**src/rtl/cpu_instruction_queue.sv**
```systemverilog
// Fetch-to-decode instruction queue with registered backpressure and branch delay-slot filtering.
// Optional INSTQ_ALIGN_CHECK_EN stores a misaligned-address flag per entry and drives out_adel.
module cpu_instruction_queue #(
    parameter int DEPTH = 4
) (
    input  logic        clock,
    input  logic        reset,
    input  logic [31:0] in_address,
    input  logic [31:0] in_instruction,
    input  logic        in_valid,
    output logic        in_full,
    output logic [31:0] out_address,
    output logic [31:0] out_instruction,
    output logic        out_adel,
    output logic        out_valid,
    input  logic        out_ready,
    input  logic        branch_valid,
    input  logic [31:0] branch_inst_addr,
    input  logic [31:0] branch_address
);
    localparam int PW = $clog2(DEPTH);
    localparam int CW = PW + 1;

    localparam logic [1:0] PASS        = 2'd0;
    localparam logic [1:0] WAIT_SLOT   = 2'd1;
    localparam logic [1:0] WAIT_TARGET = 2'd2;

    logic [31:0]   mem_addr [DEPTH];
    logic [31:0]   mem_inst [DEPTH];
    logic [PW-1:0] head, tail;
    logic [CW-1:0] count;
    logic [1:0]    fstate;
    logic [31:0]   slot_addr, tgt_addr;

    logic          pop, push, room, accept, kept;
    logic [PW-1:0] kept_idx, idx;
    logic [31:0]   new_slot, eff_slot, eff_tgt;
    logic [1:0]    eff_state, fstate_next;
    logic [PW-1:0] base_head, base_tail;
    logic [CW-1:0] base_count, count_next;

    assign out_valid       = (count != '0);
    assign pop             = out_valid && out_ready;
    assign out_address     = mem_addr[head];
    assign out_instruction = mem_inst[head];
    assign new_slot        = branch_inst_addr + 32'd4;

    // First surviving entry (after this cycle's pop) that matches the delay slot.
    always_comb begin
        kept     = 1'b0;
        kept_idx = '0;
        idx      = '0;
        for (int i = 0; i < DEPTH; i++) begin
            idx = head + PW'(i);
            if (!kept && (CW'(i) < count) && !(i == 0 && pop) && mem_addr[idx] == new_slot) begin
                kept     = 1'b1;
                kept_idx = idx;
            end
        end
    end

    // A branch retargets the filter before the incoming word is judged.
    always_comb begin
        if (branch_valid) begin
            eff_state  = kept ? WAIT_TARGET : WAIT_SLOT;
            eff_slot   = new_slot;
            eff_tgt    = branch_address;
            base_head  = '0;
            base_tail  = kept ? PW'(1) : '0;
            base_count = kept ? CW'(1) : '0;
            room       = 1'b1;
        end else begin
            eff_state  = fstate;
            eff_slot   = slot_addr;
            eff_tgt    = tgt_addr;
            base_head  = head + PW'(pop);
            base_tail  = tail;
            base_count = count - CW'(pop);
            room       = (count < CW'(DEPTH));
        end
        case (eff_state)
            WAIT_SLOT:   accept = (in_address == eff_slot);
            WAIT_TARGET: accept = (in_address == eff_tgt);
            default:     accept = 1'b1;
        endcase
        push        = in_valid && room && accept;
        fstate_next = eff_state;
        if (push) begin
            if (eff_state == WAIT_SLOT)        fstate_next = WAIT_TARGET;
            else if (eff_state == WAIT_TARGET) fstate_next = PASS;
        end
        count_next = base_count + CW'(push);
    end

    always_ff @(posedge clock or negedge reset) begin
        if (!reset) begin
            head      <= '0;
            tail      <= '0;
            count     <= '0;
            fstate    <= PASS;
            slot_addr <= '0;
            tgt_addr  <= '0;
            in_full   <= 1'b0;
            for (int i = 0; i < DEPTH; i++) begin
                mem_addr[i] <= '0;
                mem_inst[i] <= '0;
            end
        end else begin
            head    <= base_head;
            tail    <= base_tail + PW'(push);
            count   <= count_next;
            fstate  <= fstate_next;
            in_full <= (count_next >= CW'(DEPTH - 1));
            if (branch_valid) begin
                slot_addr <= new_slot;
                tgt_addr  <= branch_address;
                if (kept) begin
                    mem_addr[0] <= mem_addr[kept_idx];
                    mem_inst[0] <= mem_inst[kept_idx];
                end
            end
            // Kept slot lands in entry 0 and the push in entry 1, so they never collide.
            if (push) begin
                mem_addr[base_tail] <= in_address;
                mem_inst[base_tail] <= in_instruction;
            end
        end
    end

`ifdef INSTQ_ALIGN_CHECK_EN
    logic mem_adel [DEPTH];

    always_ff @(posedge clock or negedge reset) begin
        if (!reset) begin
            for (int i = 0; i < DEPTH; i++) mem_adel[i] <= 1'b0;
        end else begin
            if (branch_valid && kept) mem_adel[0] <= mem_adel[kept_idx];
            if (push) mem_adel[base_tail] <= (in_address[1:0] != 2'b00);
        end
    end

    assign out_adel = mem_adel[head];
`else
    assign out_adel = 1'b0;
`endif
endmodule

```
**config.mk**
```make
export PLATFORM = sky130hd
export DESIGN_NAME = cpu_instruction_queue
export DESIGN_NICKNAME = d
export VERILOG_FILES = /design/src/rtl/cpu_instruction_queue.sv
export SDC_FILE = /design/constraint.sdc
export NUM_CORES = 1
export LEC_CHECK = 0
export ABC_CLOCK_PERIOD_IN_PS = 15600
export BUFFER_PORTS_ARGS = -buffer_cell sky130_fd_sc_hd__buf_2
export CAP_MARGIN = 20
export CELL_PAD_IN_SITES_DETAIL_PLACEMENT = 0
export CELL_PAD_IN_SITES_GLOBAL_PLACEMENT = 1
export CORE_ASPECT_RATIO = 2
export CORE_MARGIN = 5
export CORE_UTILIZATION = 50
export DETAILED_ROUTE_END_ITERATION = 7
export PLACE_DENSITY_LB_ADDON = 0.1
export RECOVER_POWER = 100
export SLEW_MARGIN = 20
export SYNTH_ARGS = -nofsm -noshare
export SYNTH_HDL_FRONTEND = slang
export SYNTH_SLANG_ARGS = --single-unit
```
**constraint.sdc**
```tcl
create_clock -name clock -period 15.6 [get_ports clock]
set_input_delay 3.12 -clock clock [delete_from_list [all_inputs] [get_ports clock]]
set_output_delay 3.12 -clock clock [all_outputs]
set_load 0.01 [all_outputs]
```
==> metrics.csv <==
stage,metric,value,unit
status,outcome,"finished, violations left",
status,violations,"capacitance limit, slew limit",
worst_setup_path,cp-end-kind,flip-flop,
worst_setup_path,path_class,input pin to flip-flop,
sta,tns,0,ns
sta,fin_skew,0.03705,ns
routing,drtIter0Drc,1371,
yosys,synthesis.nets,2165,
cts,clkTransAtPathRegs,0.06,ns
worst_setup_path,path_buf_inv,5,
sta,slew_violations,620,
worst_setup_path,cpMostUsedCell,nand4_1,
yosys,syn_inst,2022,
sta,fin_crit_sh,87.64,%
cts,post_cts_buffers,0,
yosys,synth-edff-count,0,
cts,post_cts_resized,0,
final_layout,finalNetCount,2262,
yosys,netlist_area,23650,µm²
hold_path,min_path_type,flip-flop to flip-flop,
global_route,first_global_vias,19240,
yosys,synth_cell_types,85,
sta,finalCriticalPeriod,13.67,ns
final_layout,drive_above_1_share,22.36,%
power,power_density,140.8,nW/µm²
worst_setup_path,critPathArrivalTime,14.11,ns
floorplanning,die_height,317.6,µm
placement,io_buffers,198,
worst_setup_path,max_stage_delay,1.07,ns
yosys,async_reset_ff_share,100.0,%
final_layout,utilization,55.38,%
final_layout,synthToLayoutAreaGrowth,9.596,%
sta,max_slew.worst_pin.slew,6.546,ns
cts,htree_levels,2,
floorplanning,start_util,50.53,%
worst_setup_path,path_cells,"clkbuf_1, nand4_1, nor4_2, xnor3_1, nand4_1, or4b_2, and4bb_1, nand2_1, a41o_1, o21ai_0, ha_1, buf_4, nor2_1, a222oi_1, o21ai_0, xnor2_1, nand4_1, nor4_1, a31oi_1, clkbuf_1, nor3_4, buf_4, clkbuf_2, mux2_2",
routing,wl,88.70,mm
placement,placed_area,24960,µm²
worst_setup_path,start_kind,input pin,
sta,relSlewSlack,-336.4,%
yosys,synth_seq_cells,330,
yosys,avgSynthCellArea,11.70,µm²
floorplanning,die_x,163.8,µm
sta,max_freq,0.07314,GHz
yosys,yosysSeqAreaShare,34.92,%
placement,hpwl,66.16,mm
yosys,synth_warnings,0,
routing,wl_per_cell,31.97,µm
worst_setup_path,cp_top_family,simple AND/OR/NAND/NOR gates,
cts,clockBufferDepth,3,
global_route,grt.total_usage,33.96,%
worst_setup_path,critPathRequiredTime,16.04,ns
sta,rsz0062_at_grt,false,
cts,cts_made_buffers,35,
worst_setup_path,crit_fanout,33,
cts,ctsRootBufferMaster,clkbuf_16,
floorplanning,die_area,52020,µm²
yosys,synth_ff_type,dfrtp_1,
cts,clk_latency,0.57,ns
sta,setup_viol_count_final,0,
routing,via_per_inst,6.711,
routing,drt_first_pass_iters,6,
cts,cts_tree,done,
sta,hold_violations,0,
global_route,grt_first_pass_wirelength,129.7,mm
cts,ctsHoldBuffers,0,
floorplanning,ios,200,
cts,clock_sink_count,330,
final_layout,finalInstanceArea,25920,µm²
routing,via_count,18620,
routing,drc_errors,0,
flow_run,max-cap-violations,9,
global_route,grt_max_degree,154,
placement,gp_congestion,1.058,
worst_setup_path,crit_slowest_cell,nor4_2,
routing,ant_nets,0,
power,cellLeakagePower,10.54,nW
global_route,gr-total-overflow,0,
floorplanning,core_area,46800,µm²
global_route,antenna_found_initial,5,
floorplanning,num_rows,112,
power,vdd_drop_max,127.4,µV
==> metrics by stage <==
step	worst slack [ns]	total power, mW	hold slack [ns]	cells
2_1_floorplan	5.384	2.218	0.4523	2022
3_3_place_gp	2.604	2.810	0.4795	2709
3_5_place_dp	2.463	2.842	0.4822	2709
4_1_cts	2.995	3.692	0.5008	2769
5_1_grt	1.239	3.826	0.5086	2770
6_report	1.928	3.650	0.4834	2774
==> power by group <==
part,total [mW],switching [mW],internal [mW]
combinational,1.62,0.917,0.701
clock,0.843,0.367,0.476
sequential,1.19,0.174,1.02
==> cells in the final DEF, fill, tap and decap left out, drive strengths merged, types with 11 or more instances in the layout <==
cell type / netlist / routed
a21oi: 64 / 64
nor3: 31 / 31
clkbuf: 64 / 127
xor2: 26 / 26
dfrtp: 330 / 330
a211oi: 12 / 12
mux2i: 39 / 39
xnor3: 62 / 62
o2111ai: 12 / 12
nand3: 37 / 37
or4: 17 / 17
a22oi: 69 / 69
o221ai: 64 / 64
mux4: 135 / 135
inv: 93 / 94
and3: 13 / 13
a32oi: 63 / 63
o21ai: 50 / 50
xnor2: 63 / 63
nor4: 34 / 34
or3: 20 / 20
and2: 19 / 19
nor2b: 11 / 11
nand4: 42 / 42
nor2: 89 / 89
mux2: 240 / 240
nand2: 85 / 85
buf: 104 / 152
==> logic make-up after synthesis <==
family / synth area share, %
flops: 34.92
buf+inv: 4.830
simple gates: 10.22
other cells: 0.01586
compound gates: 14.26
fa+ha+maj: 0.5290
mux: 25.93
xor+xnor: 9.300
==> worst register-to-register path, stage by stage (launching register included) <==
cell and delay (ns):
dfrtp_1 1.64, clkbuf_1 2.13, mux4_2 0.87, xnor3_1 0.38
nand4_1 0.33, or4b_2 0.78, and4bb_1 0.43, nand2_1 0.16
a41o_1 0.38, o21ai_0 0.23, ha_1 0.67, buf_4 0.41
nor2_1 0.28, a222oi_1 0.94, o21ai_0 0.25, xnor2_1 0.35
nand4_1 0.13, nor4_1 0.24, a31oi_1 0.25, clkbuf_1 0.30
nor3_4 0.20, buf_4 0.51, clkbuf_2 0.98, mux2_2 0.46
==> Yosys cell counts (26+ instances only) <==
master,instances,area [µm²]
mux4_2,135,3040
clkbuf_1,64,240.2
nor3_1,28,140.1
nand2_1,83,311.6
mux2_2,83,934.7
buf_2,70,350.3
xor2_1,26,227.7
mux2i_1,39,390.4
inv_1,92,345.3
a32oi_1,63,551.8
nor2_1,89,334.1
o21ai_0,42,210.2
xnor3_1,62,1396
a22oi_1,69,518.0
mux2_1,157,1768
xnor2_1,63,551.8
o221ai_2,40,600.6
nand4_1,40,250.2
a21oi_1,63,315.3
dfrtp_1,330,8258
nor4_1,32,200.2
nand3_1,35,175.2
==> worst paths after layout <==
kind                                           from      endpoint  slack [ns]  depth (start not counted)
worst max-delay path            branch_inst_addr[2]     flip-flop        1.93                         24
worst min-delay path                   tgt_addr[31]  tgt_addr[31]        0.48                          1
worst max register to register              head[0]     flip-flop        2.20                         23
worst min register to register         tgt_addr[31]  tgt_addr[31]        0.48                          1
max in group asynchronous                     reset       head[1]        3.95                          2
min in group asynchronous                     reset     async pin        4.99                          1
==> area by class of cell <==
type	instances	area (µm²)
Antenna cell	5	12.51
Clock buffer	51	1027
Clock inverter	9	98.84
Fill cell	4249	20880
Inverter	94	352.8
Multi-Input combinational cell	1430	14260
Sequential cell	330	8262
Tap cell	627	784.5
Timing Repair Buffer	228	1122
==> metal layers <==
layer	share of wire, %	vias to the layer above	track usage, %
li1	-	8081	-
met1	32	9514	35.11
met2	51	732	57.84
met3	5.8	288	6.139
met4	12	2	29.66
met5	0.0079	-	0
Power figures use the tool's default switching activity.
